### src/rtl/spi_reg_pkg.sv
// Shared definitions for the SPI register-write path: frame layout, peripheral
// register map, controller FSM states and the request record.
package spi_reg_pkg;
  localparam int   FRAME_W   = 16;
  localparam int   ADDR_W    = 7;
  localparam int   DATA_W    = 8;
  localparam logic WRITE_BIT = 1'b1;

  localparam logic [ADDR_W-1:0] EN_OUT_7_0  = 7'd0;
  localparam logic [ADDR_W-1:0] EN_OUT_15_8 = 7'd1;
  localparam logic [ADDR_W-1:0] EN_PWM_7_0  = 7'd2;
  localparam logic [ADDR_W-1:0] EN_PWM_15_8 = 7'd3;
  localparam logic [ADDR_W-1:0] PWM_DUTY    = 7'd4;

  typedef enum logic [1:0] {ST_IDLE, ST_SETUP, ST_SHIFT, ST_GAP} spi_state_e;

  typedef struct packed {
    logic [ADDR_W-1:0] addr;
    logic [DATA_W-1:0] data;
  } spi_req_t;

  function automatic logic [FRAME_W-1:0] make_frame(spi_req_t r);
    return {WRITE_BIT, r.addr, r.data};
  endfunction
endpackage

### src/rtl/spi_controller_if.sv
// Request handshake, status and SPI pad signals of spi_controller.
interface spi_controller_if;
  import spi_reg_pkg::*;
  logic              req_valid;
  logic              req_ready;
  logic [ADDR_W-1:0] req_addr;
  logic [DATA_W-1:0] req_data;
  logic              busy;
  logic              done;
  logic              sclk;
  logic              copi;
  logic              cs_n;

  modport master (output req_valid, req_addr, req_data,
                  input  req_ready, busy, done, sclk, copi, cs_n);
  modport slave  (input  req_valid, req_addr, req_data,
                  output req_ready, busy, done, sclk, copi, cs_n);
endinterface

### src/rtl/spi_ctrl_fifo.sv
// Synchronous request FIFO (DEPTH a power of 2, >= 2); pop and push may share a cycle when full.
module spi_ctrl_fifo #(
  parameter int W     = 15,
  parameter int DEPTH = 4
) (
  input  logic         clk,
  input  logic         rst_n,
  input  logic         push,
  input  logic         pop,
  input  logic [W-1:0] wdata,
  output logic [W-1:0] rdata,
  output logic         full,
  output logic         empty
);
  localparam int AW = $clog2(DEPTH);

  logic [W-1:0] mem [DEPTH];
  logic [AW:0]  wr_ptr, rd_ptr;
  logic         do_push, do_pop;

  assign empty   = (wr_ptr == rd_ptr);
  assign full    = (wr_ptr[AW] != rd_ptr[AW]) && (wr_ptr[AW-1:0] == rd_ptr[AW-1:0]);
  assign do_pop  = pop && !empty;
  assign do_push = push && (!full || do_pop);
  assign rdata   = mem[rd_ptr[AW-1:0]];

  always_ff @(posedge clk or negedge rst_n) begin
    if (!rst_n) begin
      wr_ptr <= '0;
      rd_ptr <= '0;
    end else begin
      if (do_push) wr_ptr <= wr_ptr + 1'b1;
      if (do_pop)  rd_ptr <= rd_ptr + 1'b1;
    end
  end

  always_ff @(posedge clk) begin
    if (do_push) mem[wr_ptr[AW-1:0]] <= wdata;
  end
endmodule

### src/rtl/spi_controller.sv
// SPI mode-0 write-only initiator: {1, addr[6:0], data[7:0]} MSB first, framed by cs_n.
// Define SPI_CTRL_QUEUE_EN to put a QUEUE_DEPTH-entry request FIFO in front of the FSM.
module spi_controller
  import spi_reg_pkg::*;
#(
  parameter int CLK_DIV     = 4,
  parameter int QUEUE_DEPTH = 4
) (
  input logic             clk,
  input logic             rst_n,
  spi_controller_if.slave bus
);
  localparam logic [7:0] DIV_LAST = 8'(CLK_DIV - 1);

  // The peripheral's 2-flop synchroniser needs SCLK half-periods of >= 2 clk.
  if (CLK_DIV < 2 || CLK_DIV > 255) begin : g_bad_div
    $error("spi_controller: CLK_DIV must be in 2..255");
  end
  if (QUEUE_DEPTH < 2 || (QUEUE_DEPTH & (QUEUE_DEPTH - 1)) != 0) begin : g_bad_depth
    $error("spi_controller: QUEUE_DEPTH must be a power of 2, >= 2");
  end

  spi_state_e         state, state_nxt;
  logic [7:0]         div_cnt, div_nxt;
  logic [3:0]         bit_cnt, bit_nxt;
  logic [FRAME_W-1:0] shreg, shreg_nxt, frame;
  logic               sclk_q, sclk_nxt, copi_q, copi_nxt, cs_n_q, cs_n_nxt, done_q, done_nxt;
  logic               start, pending, div_end;
  spi_req_t           head;

`ifdef SPI_CTRL_QUEUE_EN
  logic fifo_full, fifo_empty;

  spi_ctrl_fifo #(.W($bits(spi_req_t)), .DEPTH(QUEUE_DEPTH)) u_fifo (
    .clk   (clk),
    .rst_n (rst_n),
    .push  (bus.req_valid && !fifo_full),
    .pop   (start),
    .wdata ({bus.req_addr, bus.req_data}),
    .rdata (head),
    .full  (fifo_full),
    .empty (fifo_empty)
  );

  assign bus.req_ready = !fifo_full;
  assign pending       = !fifo_empty;
  assign bus.busy      = (state != ST_IDLE) || !fifo_empty;
`else
  assign bus.req_ready = (state == ST_IDLE);
  assign pending       = bus.req_valid;
  assign head          = {bus.req_addr, bus.req_data};
  assign bus.busy      = (state != ST_IDLE);
`endif

  assign start    = (state == ST_IDLE) && pending;
  assign div_end  = (div_cnt == DIV_LAST);
  assign bus.sclk = sclk_q;
  assign bus.copi = copi_q;
  assign bus.cs_n = cs_n_q;
  assign bus.done = done_q;

  always_ff @(posedge clk or negedge rst_n) begin
    if (!rst_n) begin
      state   <= ST_IDLE;
      div_cnt <= '0;
      bit_cnt <= '0;
      shreg   <= '0;
      sclk_q  <= 1'b0;
      copi_q  <= 1'b0;
      cs_n_q  <= 1'b1;
      done_q  <= 1'b0;
    end else begin
      state   <= state_nxt;
      div_cnt <= div_nxt;
      bit_cnt <= bit_nxt;
      shreg   <= shreg_nxt;
      sclk_q  <= sclk_nxt;
      copi_q  <= copi_nxt;
      cs_n_q  <= cs_n_nxt;
      done_q  <= done_nxt;
    end
  end

  always_comb begin
    state_nxt = state;
    div_nxt   = div_cnt;
    bit_nxt   = bit_cnt;
    shreg_nxt = shreg;
    sclk_nxt  = sclk_q;
    copi_nxt  = copi_q;
    cs_n_nxt  = cs_n_q;
    done_nxt  = 1'b0;
    frame     = make_frame(head);
    unique case (state)
      ST_IDLE: if (start) begin
        shreg_nxt = frame;
        copi_nxt  = frame[FRAME_W-1];
        cs_n_nxt  = 1'b0;
        div_nxt   = '0;
        bit_nxt   = '0;
        state_nxt = ST_SETUP;
      end
      ST_SETUP: if (div_end) begin
        div_nxt   = '0;
        sclk_nxt  = 1'b1;
        state_nxt = ST_SHIFT;
      end else div_nxt = div_cnt + 8'd1;
      ST_SHIFT: if (!div_end) div_nxt = div_cnt + 8'd1;
      else begin
        div_nxt = '0;
        if (sclk_q) begin
          // Falling edge: present the next bit, except after the last one.
          sclk_nxt = 1'b0;
          if (bit_cnt != 4'd15) begin
            shreg_nxt = {shreg[FRAME_W-2:0], 1'b0};
            copi_nxt  = shreg[FRAME_W-2];
          end
        end else if (bit_cnt == 4'd15) begin
          // Final low half doubles as cs hold time.
          cs_n_nxt  = 1'b1;
          copi_nxt  = 1'b0;
          done_nxt  = 1'b1;
          state_nxt = ST_GAP;
        end else begin
          sclk_nxt = 1'b1;
          bit_nxt  = bit_cnt + 4'd1;
        end
      end
      ST_GAP: if (div_end) begin
        div_nxt   = '0;
        state_nxt = ST_IDLE;
      end else div_nxt = div_cnt + 8'd1;
      default: state_nxt = ST_IDLE;
    endcase
  end
endmodule

### src/flat_wrapper.sv
// flat-port wrapper written by rule: the top's interface ports become plain ports
module spi_controller_flat import spi_reg_pkg::*;
#(
  parameter int CLK_DIV     = 4,
  parameter int QUEUE_DEPTH = 4
)
  (clk, rst_n, bus_req_valid, bus_req_addr, bus_req_data, bus_req_ready, bus_busy, bus_done, bus_sclk, bus_copi, bus_cs_n);
  spi_controller_if bus_i ();
  input logic clk;
  input logic rst_n;
  input wire logic [$bits(bus_i.req_valid)-1:0] bus_req_valid;
  input wire logic [$bits(bus_i.req_addr)-1:0] bus_req_addr;
  input wire logic [$bits(bus_i.req_data)-1:0] bus_req_data;
  output wire logic [$bits(bus_i.req_ready)-1:0] bus_req_ready;
  output wire logic [$bits(bus_i.busy)-1:0] bus_busy;
  output wire logic [$bits(bus_i.done)-1:0] bus_done;
  output wire logic [$bits(bus_i.sclk)-1:0] bus_sclk;
  output wire logic [$bits(bus_i.copi)-1:0] bus_copi;
  output wire logic [$bits(bus_i.cs_n)-1:0] bus_cs_n;
  assign bus_i.req_valid = bus_req_valid;
  assign bus_i.req_addr = bus_req_addr;
  assign bus_i.req_data = bus_req_data;
  assign bus_req_ready = bus_i.req_ready;
  assign bus_busy = bus_i.busy;
  assign bus_done = bus_i.done;
  assign bus_sclk = bus_i.sclk;
  assign bus_copi = bus_i.copi;
  assign bus_cs_n = bus_i.cs_n;
  spi_controller #(.CLK_DIV(CLK_DIV), .QUEUE_DEPTH(QUEUE_DEPTH)) u_core (.clk(clk), .rst_n(rst_n), .bus(bus_i));
endmodule
### config.mk
export PLATFORM = sky130hd
export DESIGN_NAME = spi_controller_flat
export DESIGN_NICKNAME = d
export VERILOG_FILES = /design/src/rtl/spi_reg_pkg.sv /design/src/rtl/spi_controller_if.sv /design/src/rtl/spi_ctrl_fifo.sv /design/src/rtl/spi_controller.sv /design/src/flat_wrapper.sv
export SDC_FILE = /design/constraint.sdc
export NUM_CORES = 1
export LEC_CHECK = 0
export CAP_MARGIN = 20
export CORE_MARGIN = 4
export CORE_UTILIZATION = 35
export DETAILED_ROUTE_END_ITERATION = 12
export GPL_ROUTABILITY_DRIVEN = 0
export PLACE_DENSITY_LB_ADDON = 0.15
export RECOVER_POWER = 100
export SLEW_MARGIN = 30
export SYNTH_ARGS = -nofsm -noshare
export SYNTH_HDL_FRONTEND = slang
export SYNTH_SLANG_ARGS = --single-unit
### constraint.sdc
create_clock -name clk -period 5.1 [get_ports clk]
set_input_delay 0.765 -clock clk [delete_from_list [all_inputs] [get_ports clk]]
set_output_delay 0.765 -clock clk [all_outputs]
set_load 0.05 [all_outputs]
# Word-level counts from Yosys, hierarchy flattened

Cells that the tools add are included.

Add/subtract/negate cells: 2
Reductions and logical operators: 12
Equal/unequal tests: 17
Muxes and demuxes: 40

Operators with widths:

| kind                  | count |
|---|---|
| $mux W15              | 4 |
| $pmux W15 S2          | 1 |
| $reduce_and A5 Y1     | 4 |
| $mux W1               | 17 |
| $mux W4               | 4 |
| $mux W8               | 2 |
| $pmux W8 S2           | 1 |
| $ne A2 B1 Y1 const B  | 7 |
| $mux W2               | 6 |
| $add A8 B1 Y8 const B | 1 |
| $eq A8 B2 Y1 const B  | 1 |
| $pmux W2 S4           | 1 |
| $pmux W4 S2           | 1 |
| $pmux W1 S2           | 3 |
| $reduce_and A6 Y1     | 1 |
| $reduce_bool A2 Y1    | 3 |
| $add A4 B1 Y4 const B | 1 |
| $eq A2 B2 Y1 const B  | 2 |
| $eq A4 B4 Y1 const B  | 1 |
| $ne A2 B2 Y1 const B  | 2 |
| $ne A4 B4 Y1 const B  | 1 |
| $ne A3 B1 Y1 const B  | 1 |
| $ne A3 B3 Y1 const B  | 1 |
| $reduce_and A3 Y1     | 1 |
| other kinds (4)       | 4 |

Logic and storage cells: 79
Bits in registers: 33
Output and inout bits: 6
Bits of input ports: 18

# Depth between registers and ports, before layout

Gate-level depths: netlist (run 1).

Depth after elaboration: 5
Mapped depth: 7
Mapped depth without buffers: 6

# Least setup slack after synthesis (run 1)

No wires, ideal clock.

Kind: flip-flop to flip-flop
From: register u_core.state[0]
To: register u_core.shreg[10]
Slack: 2.617 ns
Clock period less this slack: 2.483 ns
Cell stages (with the launch flop): 8
Arrival: 2.356 ns
Cells stage by stage: dfrtp_1 -> inv_1 -> ha_1 -> mux2i_1 -> a21o_1 -> a21oi_2 -> buf_4 -> mux2_1

Longest elaborated chain between the ends: 4

Ends and longest elaborated chain:

| item                        | line                 | text |
|---|---|---|
| from (decl)                 | spi_controller.sv:23 | `spi_state_e state, state_nxt;` |
| from (signal assigned)      | spi_controller.sv:73 | `state <= state_nxt;` |
| $logic_not A2 Y1 *          | n/a                  |  |
| named net bus_req_ready     | flat_wrapper.sv:14   | `output wire logic [$bits(bus_i.req_ready)-1:0] bus_req_ready;` |
| $logic_and A1 B1 Y1         | spi_controller.sv:55 | `assign start = (state == ST_IDLE) && pending;` |
| $ne A2 B1 Y1 (no line)      | n/a                  |  |
| $reduce_and A5 Y1 (no line) | n/a                  |  |
| to (signal assigned)        | spi_controller.sv:76 | `shreg <= shreg_nxt;` |
| to (decl)                   | spi_controller.sv:26 | `logic [FRAME_W-1:0] shreg, shreg_nxt, frame;` |

Mark *: on every way through the listed nets, which the timed path passes. The rest lies on a longest branch.
A chain may end at the register's enable or synchronous reset.

# Final worst setup path (run 1)

From: register u_core.state[0]
To: register u_core.shreg[3]

Longest elaborated chain between the ends: 4

Ends and longest elaborated chain:

| item                        | line |
|---|---|
| $logic_not A2 Y1            | spi_controller.sv:55, spi_controller.sv:94 |
| $logic_and A1 B1 Y1         | spi_controller.sv:55 |
| $ne A2 B1 Y1 (no line)      | n/a |
| $reduce_and A5 Y1 (no line) | n/a |

Parallel ways exist; a longest one is shown, timed or not.

==> metrics.md, run 1 <==
| Metric | Value |
|---|---|
| Result of the run | `complete, but fails checks` |
| Violations in the final reports | `capacitance limit, slew limit` |
| Worst vdd ir | `0.308 mV` |
| Fraction of the yosys area taken by sequential cells | `0.454` |
| Area delta synth->final | `22.3%` |
| Worst-case register-to-register setup slack | `1.99 ns` |
| Wire length of the first global-routing pass | `6.48 mm` |
| Die Area | `6420 sq um` |
| Die span in y | `80.1 um` |
| Flops & latches, synth | `33` |
| Max Freq | `321 MHz` |
| Post-CTS Setup Inserts | `0` |
| Crit path capture type | `flop` |
| Clock-pin slew of the registers on the worst-case setup and hold paths | `0.07 ns` |
| Routed length per instance | `14.3 um` |
| Starting Density | `0.373` |
| Cell family contributing the most delay on the critical path | `compound AO/OA/AOI/OAI gates` |
| Post-route DRC violation count | `0` |
| Largest buffer count on any clock path | `2` |
| Clock root cell | `sky130_fd_sc_hd__clkbuf_8` |
| WHS Path Cells | `1` |
| Number of hold violations in the final report | `0` |
| Count of yosys warnings during synthesis | `0` |
| IO Count | `24` |
| Maximum number of pins on one net before global-route repair | `34` |
| Number of port buffers | `23` |
| Async set or reset register ratio after synthesis | `1.00` |
| Cell type contributing the most total cell area after synthesis | `sky130_fd_sc_hd__dfrtp_1` |
| CP startpoint kind | `flop` |
| Biggest area contributors in the synthesized netlist | `sky130_fd_sc_hd__dfrtp_1 (44%), sky130_fd_sc_hd__mux2_2 (12%), sky130_fd_sc_hd__mux2_1 (5.6%)` |
| Most frequently used cell type in the post-synthesis netlist | `sky130_fd_sc_hd__dfrtp_1` |
| Worst Path Class, Setup | `reg -> reg` |
| Number of nets still failing antenna checks after routing | `0` |
| Most common library cells after synthesis | `sky130_fd_sc_hd__dfrtp_1 (32), sky130_fd_sc_hd__mux2_2 (20), sky130_fd_sc_hd__nand2_1 (12)` |
| Normalized max-slew margin | `-0.196` |
| Total negative slack | `0 ns` |
| Placed wire-length estimate | `2.73 mm` |
| Net count of the finished layout | `220` |
| Slowest stage cell on the critical path | `sky130_fd_sc_hd__a21oi_1` |
| Hold buffers post-CTS | `0` |
| CTS tree | `done` |
| DRC marker count from the first detailed-route iteration | `75` |
| Crit-path cells | `inv_1 > ha_1 > buf_4 > mux2i_1 > a21o_1 > a21oi_1 > mux2_2` |
| Prevailing post-synth register cell | `sky130_fd_sc_hd__dfrtp_1` |
| Number of antenna violations at the first check in global routing | `0` |
| Source of the worst hold timing path | `u_core.shreg[10]$_DFFE_PN0P_` |
| Die W | `80.1 um` |
| Transition time at the pin with the least slew margin | `1.79 ns` |
| Via count of the first global-routing pass | `1432` |
| Number of vias per cell after detailed routing | `5.33` |
| Number of instances in the synthesized netlist | `168` |
| Final worst-path cycle share | `0.610` |
| Final worst path period need | `3.11 ns` |
| Hold path endpoint | `u_core.shreg[10]$_DFFE_PN0P_` |
| Share of layout cells above drive strength 1 | `0.158` |
| Power after layout | `1.36 mW` |
| Number of pins exceeding their max-slew limit in the final report | `34` |
| Stage delay of the slowest cell on the critical path | `1.00 ns` |
| Maximum clock skew at final layout | `0.00303 ns` |
| Areal power density over the cells | `611 nW/um^2` |
| Worst path required time | `5.27 ns` |
| Count of instances resized after the clock tree is built | `0` |
| 1st-pass router iterations | `4` |
| Worst Reg-to-Reg Cells | `7` |
| Grt total ovfl | `0` |
| Combined global-route utilization of all metal layers | `0.129` |
| Total buffers and inverters traversed by the critical path | `2` |
| H-tree depth | `2` |
| Max-cap violations | `1` |
| Source of the worst register-to-register timing path | `u_core.state[0]$_DFFE_PN0P_` |
| Unrepaired setup endpoints after global routing | `false` |
| Antenna diode count | `0` |
| Post-Syn Area per Cell | `10.8 sq um` |
| Synthesized netlist net count | `193` |
| Area inside the core boundary | `4880 sq um` |
| Rows | `25` |
| Syn Std Cell Area | `1820 sq um` |
| Post-detailed-routing wire length | `3.77 mm` |
| Vias after detailed routing | `1403` |
| Class of the tightest hold or removal check | `reg -> reg` |
| CTS Sinks | `33` |
| Top cell type's share of synthesized area | `0.440` |
| Leakage power figure | `0.941 nW` |
| Worst-Skew Late Latency | `0.29 ns` |
| Synth unique cells | `42` |
| Filler instances | `485` |
| Crit Reg-Reg Endpoint | `u_core.shreg[3]$_DFFE_PN0P_` |
| CP max FO | `32` |
| Endpoint arrival time on the critical path | `3.28 ns` |
| Final setup fails | `0` |
| Number of enable flip-flop cells after synthesis | `0` |
| Total clock buffers created by CTS | `5` |
power breakdown:
part           total, mW  switching (mW)  internal [mW]  leakage (nW)
clock              0.256          0.0967          0.159        0.0585
combinational      0.631           0.346          0.286         0.476
sequential         0.472          0.0982          0.374         0.406
worst max-delay path by stage:
stage	from	to	slack (ns)	cells after the start
finish	u_core.state[0]$_DFFE_PN0P_	u_core.shreg[3]$_DFFE_PN0P_	1.99	7
CTS	u_core.state[0]$_DFFE_PN0P_	bus_busy	2.28	4
floorplan	u_core.state[0]$_DFFE_PN0P_	u_core.shreg[10]$_DFFE_PN0P_	2.62	7
global placement	bus_req_valid	u_core.shreg[3]$_DFFE_PN0P_	2.21	5
global route	u_core.state[0]$_DFFE_PN0P_	u_core.shreg[5]$_DFFE_PN0P_	1.66	7
detailed placement	bus_req_valid	u_core.shreg[3]$_DFFE_PN0P_	2.13	5
worst register-to-register path, stage by stage, from the launching register on:
cell,delay (ns)
sky130_fd_sc_hd__dfrtp_1,0.41
sky130_fd_sc_hd__inv_1,0.11
sky130_fd_sc_hd__ha_1,0.15
sky130_fd_sc_hd__buf_4,0.32
sky130_fd_sc_hd__mux2i_1,0.28
sky130_fd_sc_hd__a21o_1,0.28
sky130_fd_sc_hd__a21oi_1,1.00
sky130_fd_sc_hd__mux2_2,0.43
sequential cells by signal, indices dropped and copies added, names as in the netlist:
register         count
u_core.bus.copi      1
u_core.bus.cs_n      1
u_core.bus.sclk      1
u_core.bit_cnt       4
u_core.div_cnt       8
u_core.shreg        15
u_core.bus.done      1
u_core.state         2
per-stage QoR:
stage | hold WS (ns) | instance area (sq um) | std cells | utilization | worst slack, ns
6_report | 0.485 | 2230 | 263 | 0.456 | 1.99
5_1_grt | 0.516 | 2230 | 263 | 0.456 | 1.66
4_1_cts | 0.488 | 2240 | 263 | 0.460 | 2.28
3_5_place_dp | 0.472 | 2130 | 255 | 0.436 | 2.13
3_3_place_gp | 0.463 | 2130 | 255 | 0.436 | 2.21
2_1_floorplan | 0.452 | 1820 | 168 | - | 2.62
cells by family (layout without fill, tap and decap cells):
| family | count (synthesis) | after routing | synth area share |
|---|---|---|---|
| flip-flops | 33 | 33 | 0.454 |
| AO/OA/AOI/OAI | 32 | 32 | 0.115 |
| buffers and inverters | 12 | 40 | 0.0268 |
| multiplexers | 31 | 31 | 0.190 |
| XOR/XNOR | 2 | 2 | 0.00962 |
| AND/OR/NAND/NOR | 51 | 51 | 0.156 |
| adder cells (fa/ha/maj) | 7 | 7 | 0.0481 |
placed cells by master (no fill, tap or decap), types with 7 or more instances in the layout:
cell type and instances:
sky130_fd_sc_hd__a21oi_1 7, sky130_fd_sc_hd__clkdlybuf4s50_1 16, sky130_fd_sc_hd__dfrtp_1 32, sky130_fd_sc_hd__dlygate4sd3_1 7, sky130_fd_sc_hd__ha_1 7, sky130_fd_sc_hd__inv_1 7, sky130_fd_sc_hd__mux2_1 9, sky130_fd_sc_hd__mux2_2 20
sky130_fd_sc_hd__nand2_1 12, sky130_fd_sc_hd__nand3_1 7, sky130_fd_sc_hd__nor2_1 7, sky130_fd_sc_hd__o21ai_0 10
layout make-up:
class | instances | area, sq um | area share
repair buffers | 25 | 241 | 0.108
multi-input cells | 123 | 932 | 0.419
clock buffers | 7 | 86.3 | 0.0388
inverters | 7 | 26.3 | 0.0118
clock inverters | 1 | 30.0 | 0.0135
flip-flops and latches | 33 | 827 | 0.371
well taps | 67 | 83.8 | 0.0376
layer usage:
layer | share of wire | track usage | wire length [um] | up-vias
met5 | 0 | 0 | 0 | -
met2 | 0.49 | 0.220 | 1840 | 30
met1 | 0.45 | 0.156 | 1710 | 696
met4 | 0.013 | 0.0456 | 49 | 0
li1 | - | - | - | 671
met3 | 0.046 | 0.0314 | 173 | 6
Note: power is estimated with default switching activity, not from simulation.
==> inputs of run 2 (changes only) <==
==> constraint.sdc (replaced) <==
create_clock -name clk -period 3.3 [get_ports clk]
set_input_delay 0.495 -clock clk [delete_from_list [all_inputs] [get_ports clk]]
set_output_delay 0.495 -clock clk [all_outputs]
set_load 0.05 [all_outputs]
==> metrics.md, run 2 (synthesis gave the netlist of run 1 again) <==
| Metric | Value |
|---|---|
| Final worst path period need | `2.58 ns` |
| Area of all placed cells without fillers | `2230 sq um (+0.11%)` |
| Areal power density over the cells | `927 nW/um^2 (+52%)` |
| Antenna diode count | `0 (unchanged)` |
| Register ranked first by flip-flop count | `u_core.shreg` |
| CP max FO | `6 (-81%)` |
| Unrepaired setup endpoints after global routing | `false` |
| Crit-path cells | `inv_1 > ha_1 > inv_1 > dlygate4sd3_1` |
| Final worst-path cycle share | `0.782` |
| Leakage power figure | `0.949 nW (+0.79%)` |
| Count of non-filler cells in the finished layout | `265 (+0.76%)` |
| Number of antenna violations at the first check in global routing | `0 (unchanged)` |
| Grt total ovfl | `0 (unchanged)` |
| Total clock buffers created by CTS | `5 (unchanged)` |
| Number of hold violations in the final report | `0 (unchanged)` |
| Worst Path Class, Setup | `reg -> out` |
| Die W | `80.1 um (unchanged)` |
| Crit path capture type | `primary output` |
| Most common cell type on the critical path | `sky130_fd_sc_hd__inv_1` |
| Final setup fails | `0 (unchanged)` |
| Wire length of the first global-routing pass | `6.62 mm (+2.1%)` |
| Share of layout cells above drive strength 1 | `0.177 (+0.0186)` |
| Maximum clock skew at final layout | `0.00579 ns (+0.00276 ns)` |
| Number of nets still failing antenna checks after routing | `0 (unchanged)` |
| Stage delay of the slowest cell on the critical path | `0.88 ns (-0.12 ns)` |
| Maximum number of pins on one net before global-route repair | `34 (unchanged)` |
| WHS Path Cells | `1 (unchanged)` |
| Power after layout | `2.07 mW (+52%)` |
| Endpoint arrival time on the critical path | `2.09 ns (-1.19 ns)` |
| Leading cell type in the layout, fill and taps excluded | `sky130_fd_sc_hd__dfrtp_1` |
| Violations in the final reports | `capacitance limit, slew limit` |
| CTS tree | `done` |
| Worst-case register-to-register setup slack | `0.88 ns (-1.11 ns)` |
| Post-CTS Setup Inserts | `0 (unchanged)` |
| Area inside the core boundary | `4880 sq um (unchanged)` |
| Net count of the finished layout | `222 (+0.91%)` |
| Source of the worst register-to-register timing path | `u_core.div_cnt[3]$_DFFE_PN0P_` |
| Cell family contributing the most delay on the critical path | `buffers and inverters` |
| Number of pins exceeding their max-slew limit in the final report | `34 (unchanged)` |
| Transition time at the pin with the least slew margin | `1.73 ns (-0.0686 ns)` |
| Via count of the first global-routing pass | `1332 (-7.0%)` |
| Starting Density | `0.373 (unchanged)` |
| Biggest regs | `u_core.shreg: 15 flops, u_core.div_cnt: 8 flops, u_core.bit_cnt: 4 flops` |
| Vias after detailed routing | `1417 (+1.0%)` |
| Normalized max-slew margin | `-0.150 (+0.0457)` |
| IO Count | `24 (unchanged)` |
| Rows | `25 (unchanged)` |
| Number of vias per cell after detailed routing | `5.35 (+0.24%)` |
| Hold buffers post-CTS | `0 (unchanged)` |
| Area delta synth->final | `22.5%` |
| Cell area after placement | `2140 sq um (+0.71%)` |
| Die Area | `6420 sq um (unchanged)` |
| Combined global-route utilization of all metal layers | `0.133 (+0.00436)` |
| Worst-Skew Late Latency | `0.29 ns (about the same)` |
| DRC marker count from the first detailed-route iteration | `110 (+47%)` |
| Largest buffer count on any clock path | `2 (unchanged)` |
| Top library cells by usage in the layout, fill and taps aside | `sky130_fd_sc_hd__dfrtp_1 (32), sky130_fd_sc_hd__mux2_2 (20), sky130_fd_sc_hd__clkdlybuf4s50_1 (16), sky130_fd_sc_hd__nand2_1 (12), sky130_fd_sc_hd__o21ai_0 (10)` |
| Slowest stage cell on the critical path | `sky130_fd_sc_hd__dlygate4sd3_1` |
| CTS Sinks | `33 (unchanged)` |
| Number of placed instances with taps included | `257 (+0.78%)` |
| Placed wire-length estimate | `2.74 mm (+0.68%)` |
| Worst path required time | `2.80 ns (-2.47 ns)` |
| Source of the worst hold timing path | `u_core.shreg[6]$_DFFE_PN0P_` |
| 1st-pass router iterations | `5 (+1)` |
| Max-cap violations | `1 (unchanged)` |
| Number of flip-flops under the largest register name | `15 (unchanged)` |
| Max Freq | `388 MHz` |
| Post-route DRC violation count | `0 (unchanged)` |
| Number of port buffers | `23 (unchanged)` |
| Crit Reg-Reg Endpoint | `u_core.shreg[5]$_DFFE_PN0P_` |
| Count of instances resized after the clock tree is built | `0 (unchanged)` |
| Total buffers and inverters traversed by the critical path | `3 (+1)` |
| CP startpoint kind | `flop` |
| Class of the tightest hold or removal check | `reg -> reg` |
| Routed length per instance | `14.5 um (+1.2%)` |
| Worst Reg-to-Reg Cells | `5 (-2)` |
| H-tree depth | `2 (unchanged)` |
| Worst vdd ir | `0.625 mV (+100%)` |
| Die span in y | `80.1 um (unchanged)` |
| Result of the run | `complete, but fails checks` |
| Hold path endpoint | `u_core.shreg[6]$_DFFE_PN0P_` |
| Clock-pin slew of the registers on the worst-case setup and hold paths | `0.06 ns (about the same)` |
| Post-detailed-routing wire length | `3.84 mm (+1.9%)` |
| Clock root cell | `sky130_fd_sc_hd__clkbuf_8` |
| Total negative slack | `0 ns (unchanged)` |
[run 2: cell count changes in the layout (fill, tap and decap cells not counted)]
| cell | change |
|---|---|
| sky130_fd_sc_hd__bufinv_16 | -1 |
| sky130_fd_sc_hd__clkbuf_1 | -1 |
| sky130_fd_sc_hd__nor4_2 | -1 |
| sky130_fd_sc_hd__nor4_1 | +1 |
| sky130_fd_sc_hd__clkinv_2 | +1 |
| sky130_fd_sc_hd__clkbuf_8 | +1 |
| sky130_fd_sc_hd__nor3b_1 | -1 |
| sky130_fd_sc_hd__buf_4 | +2 |
| sky130_fd_sc_hd__a21oi_1 | -1 |
| sky130_fd_sc_hd__nor3b_2 | +1 |
| sky130_fd_sc_hd__a21oi_2 | +1 |
[run 2: per-stage QoR]
stage / utilization / setup WS [ns] / hold WS [ns]
6_report: 0.457 / 0.720 / 0.486
3_5_place_dp: 0.439 / 0.968 / 0.477
3_3_place_gp: 0.439 / 1.03 / 0.463
4_1_cts: 0.460 / 0.766 / 0.495
5_1_grt: 0.457 / 0.621 / 0.508
2_1_floorplan: - / 0.817 / 0.199
[run 2: final cells by class]
type | instances | area, sq um
fill | 476 | 2650
multi-input combinational | 123 | 935
sequential | 33 | 827
timing repair buffer | 27 | 256
clock buffer | 7 | 96.3
tap | 67 | 83.8
inverter | 7 | 26.3
clock inverter | 1 | 5.00
[run 2: layer usage]
layer / vias to the layer above / part of all wire / track usage
met5: - / 0 / 0
met4: 0 / 0.016 / 0.0456
met3: 8 / 0.075 / 0.0381
met2: 47 / 0.44 / 0.200
met1: 680 / 0.47 / 0.183
li1: 682 / - / -
[run 2: how the worst max path moves through the flow]
stage | from | end | slack [ns] | cells past startpoint
2_1_floorplan | u_core.state[0]$_DFFE_PN0P_ | u_core.shreg[10]$_DFFE_PN0P_ | 0.82 | 7
3_3_place_gp | bus_req_valid | u_core.shreg[3]$_DFFE_PN0P_ | 1.03 | 7
3_5_place_dp | bus_req_valid | u_core.shreg[5]$_DFFE_PN0P_ | 0.97 | 7
4_1_cts | u_core.state[0]$_DFFE_PN0P_ | bus_busy | 0.77 | 4
5_1_grt | u_core.state[0]$_DFFE_PN0P_ | bus_busy | 0.62 | 4
6_report | u_core.state[0]$_DFFE_PN0P_ | bus_busy | 0.72 | 4
[run 2: report_power, final]
group          switching, mW  leakage [nW]  internal [mW]
combinational          0.545         0.488          0.456
clock                  0.145        0.0542          0.188
sequential             0.153         0.406          0.579
total                  0.843         0.949           1.22
==> inputs of run 3 (changes only) <==
==> constraint.sdc (replaced) <==
create_clock -name clk -period 2.65 [get_ports clk]
set_input_delay 0.3975 -clock clk [delete_from_list [all_inputs] [get_ports clk]]
set_output_delay 0.3975 -clock clk [all_outputs]
set_load 0.05 [all_outputs]
==> metrics.md, run 3 (synthesis gave the netlist of run 1 again) <==
| Metric | Value |
|---|---|
| Crit-path cells | `inv_1 > ha_1 > inv_1 > clkdlybuf4s50_1` |
| Number of hold violations in the final report | `0 (unchanged)` |
| Top library cells by usage in the layout, fill and taps aside | `sky130_fd_sc_hd__dfrtp_1 (32), sky130_fd_sc_hd__mux2_2 (20), sky130_fd_sc_hd__clkdlybuf4s50_1 (17), sky130_fd_sc_hd__nand2_1 (12), sky130_fd_sc_hd__o21ai_0 (10)` |
| Max Freq | `408 MHz` |
| Clock-pin slew of the registers on the worst-case setup and hold paths | `0.07 ns (about the same)` |
| Largest buffer count on any clock path | `2 (unchanged)` |
| Class of the tightest hold or removal check | `reg -> reg` |
| Total clock buffers created by CTS | `5 (unchanged)` |
| Clock root cell | `sky130_fd_sc_hd__clkbuf_8` |
| Via count of the first global-routing pass | `1359 (+2.0%)` |
| Most common cell type on the critical path | `sky130_fd_sc_hd__inv_1` |
| Post-detailed-routing wire length | `3.84 mm (-0.16%)` |
| Vias after detailed routing | `1376 (-2.9%)` |
| Normalized max-slew margin | `-0.206 (-0.0552)` |
| H-tree depth | `2 (unchanged)` |
| Total negative slack | `0 ns (unchanged)` |
| Number of pins exceeding their max-slew limit in the final report | `34 (unchanged)` |
| Routed length per instance | `14.5 um (-0.16%)` |
| Leading cell type in the layout, fill and taps excluded | `sky130_fd_sc_hd__dfrtp_1` |
| Crit path capture type | `primary output` |
| Number of flip-flops under the largest register name | `15 (unchanged)` |
| Antenna diode count | `0 (unchanged)` |
| Final core utilization | `0.453 (-0.00410)` |
| 1st-pass router iterations | `4 (-1)` |
| Area delta synth->final | `21.4%` |
| Number of port buffers | `23 (unchanged)` |
| Worst Path Class, Setup | `reg -> out` |
| Starting Density | `0.373 (unchanged)` |
| Maximum number of pins on one net before global-route repair | `34 (unchanged)` |
| CTS Sinks | `33 (unchanged)` |
| Unrepaired setup endpoints after global routing | `false` |
| Worst-Skew Late Latency | `0.28 ns (about the same)` |
| CTS tree | `done` |
| Cell area after placement | `2140 sq um (unchanged)` |
| Biggest regs | `u_core.shreg: 15 flops, u_core.div_cnt: 8 flops, u_core.bit_cnt: 4 flops` |
| Number of nets still failing antenna checks after routing | `0 (unchanged)` |
| Leakage power figure | `0.936 nW (-1.3%)` |
| Die Area | `6420 sq um (unchanged)` |
| Combined global-route utilization of all metal layers | `0.131 (-0.00150)` |
| Areal power density over the cells | `1140 nW/um^2 (+23%)` |
| Share of layout cells above drive strength 1 | `0.172 (-0.00505)` |
| Count of instances resized after the clock tree is built | `0 (unchanged)` |
| Violations in the final reports | `capacitance limit, slew limit` |
| Result of the run | `complete, but fails checks` |
| Number of vias per cell after detailed routing | `5.19 (-2.9%)` |
| Final setup fails | `0 (unchanged)` |
| Slowest stage cell on the critical path | `sky130_fd_sc_hd__clkdlybuf4s50_1` |
| Worst path setup slack after routing | `0.201 ns (-0.519 ns)` |
| Worst vdd ir | `0.801 mV (+28%)` |
| Area of all placed cells without fillers | `2210 sq um (-0.90%)` |
| Count of non-filler cells in the finished layout | `265 (unchanged)` |
| Filler instances | `473 (-0.63%)` |
| Net count of the finished layout | `222 (unchanged)` |
| Final worst path period need | `2.45 ns` |
| Rows | `25 (unchanged)` |
| Die span in y | `80.1 um (unchanged)` |
| Area inside the core boundary | `4880 sq um (unchanged)` |
| Register ranked first by flip-flop count | `u_core.shreg` |
| Post-CTS Setup Inserts | `0 (unchanged)` |
| Die W | `80.1 um (unchanged)` |
| CP startpoint kind | `flop` |
| Post-route DRC violation count | `0 (unchanged)` |
| Hold buffers post-CTS | `0 (unchanged)` |
| Endpoint arrival time on the critical path | `2.05 ns (-0.04 ns)` |
| Worst path required time | `2.25 ns (-0.55 ns)` |
| Max-cap violations | `1 (unchanged)` |
| Maximum clock skew at final layout | `0.00595 ns (+0.000162 ns)` |
| Grt total ovfl | `0 (unchanged)` |
| Number of antenna violations at the first check in global routing | `0 (unchanged)` |
| Minimum setup slack after placement | `0.501 ns (-0.467 ns)` |
| Total buffers and inverters traversed by the critical path | `3 (unchanged)` |
| Number of placed instances with taps included | `257 (unchanged)` |
| Stage delay of the slowest cell on the critical path | `0.82 ns (-0.06 ns)` |
| Transition time at the pin with the least slew margin | `1.81 ns (+0.0828 ns)` |
| Placed wire-length estimate | `2.77 mm (+0.89%)` |
| CP max FO | `6 (unchanged)` |
| Final worst-path cycle share | `0.924` |
| DRC marker count from the first detailed-route iteration | `112 (+1.8%)` |
| Wire length of the first global-routing pass | `6.62 mm (unchanged)` |
| Cell family contributing the most delay on the critical path | `buffers and inverters` |
| IO Count | `24 (unchanged)` |
[run 3: cell count changes in the layout (fill, tap and decap cells not counted), sizes merged]
cell           previous run  this run
buf                       3         1
clkbuf                    8         9
clkinv                    1         2
clkdlybuf4s50            16        17
dlygate4sd3               7         6
[run 3: area by class of cell]
type                       count  area, sq um  area share
inverter                       7         26.3      0.0119
tap                           67         83.8      0.0379
multi-input combinational    123          940       0.425
timing repair buffer          27          250       0.113
clock buffer                   6         72.6      0.0328
clock inverter                 2         10.0     0.00453
sequential                    33          827       0.374
[run 3: per-stage QoR]
step / power, mW / hold WS [ns]
6_report: 2.52 / 0.481
3_3_place_gp: 2.15 / 0.464
3_5_place_dp: 2.21 / 0.468
5_1_grt: 2.74 / 0.498
4_1_cts: 2.58 / 0.488
2_1_floorplan: 1.85 / 0.102
[run 3: where the power goes]
group,total (mW),internal [mW],switching [mW]
clock network,0.364,0.182,0.182
logic,1.25,0.569,0.678
registers,0.911,0.721,0.190
total,2.52,1.47,1.05
[run 3: per-layer routing]
layer / routed length [um] / up-vias / global-route usage
li1: - / 677 / -
met1: 1860 / 669 / 0.186
met2: 1770 / 26 / 0.196
met3: 169 / 4 / 0.0359
met4: 34 / 0 / 0.0372
met5: 0 / - / 0
[run 3: final timing paths]
check	cells past startpoint	start	end	slack (ns)
max in group asynchronous	2	rst_n	u_core.bus.copi$_DFFE_PN0P_	0.47
max	4	u_core.state[0]$_DFFE_PN0P_	bus_busy	0.20
min reg2reg	1	u_core.shreg[11]$_DFFE_PN0P_	u_core.shreg[11]$_DFFE_PN0P_	0.48
min in group asynchronous	2	rst_n	u_core.shreg[10]$_DFFE_PN0P_	1.13
min	1	u_core.shreg[11]$_DFFE_PN0P_	u_core.shreg[11]$_DFFE_PN0P_	0.48
max reg2reg	7	u_core.state[0]$_DFFE_PN0P_	u_core.shreg[1]$_DFFE_PN0P_	0.31
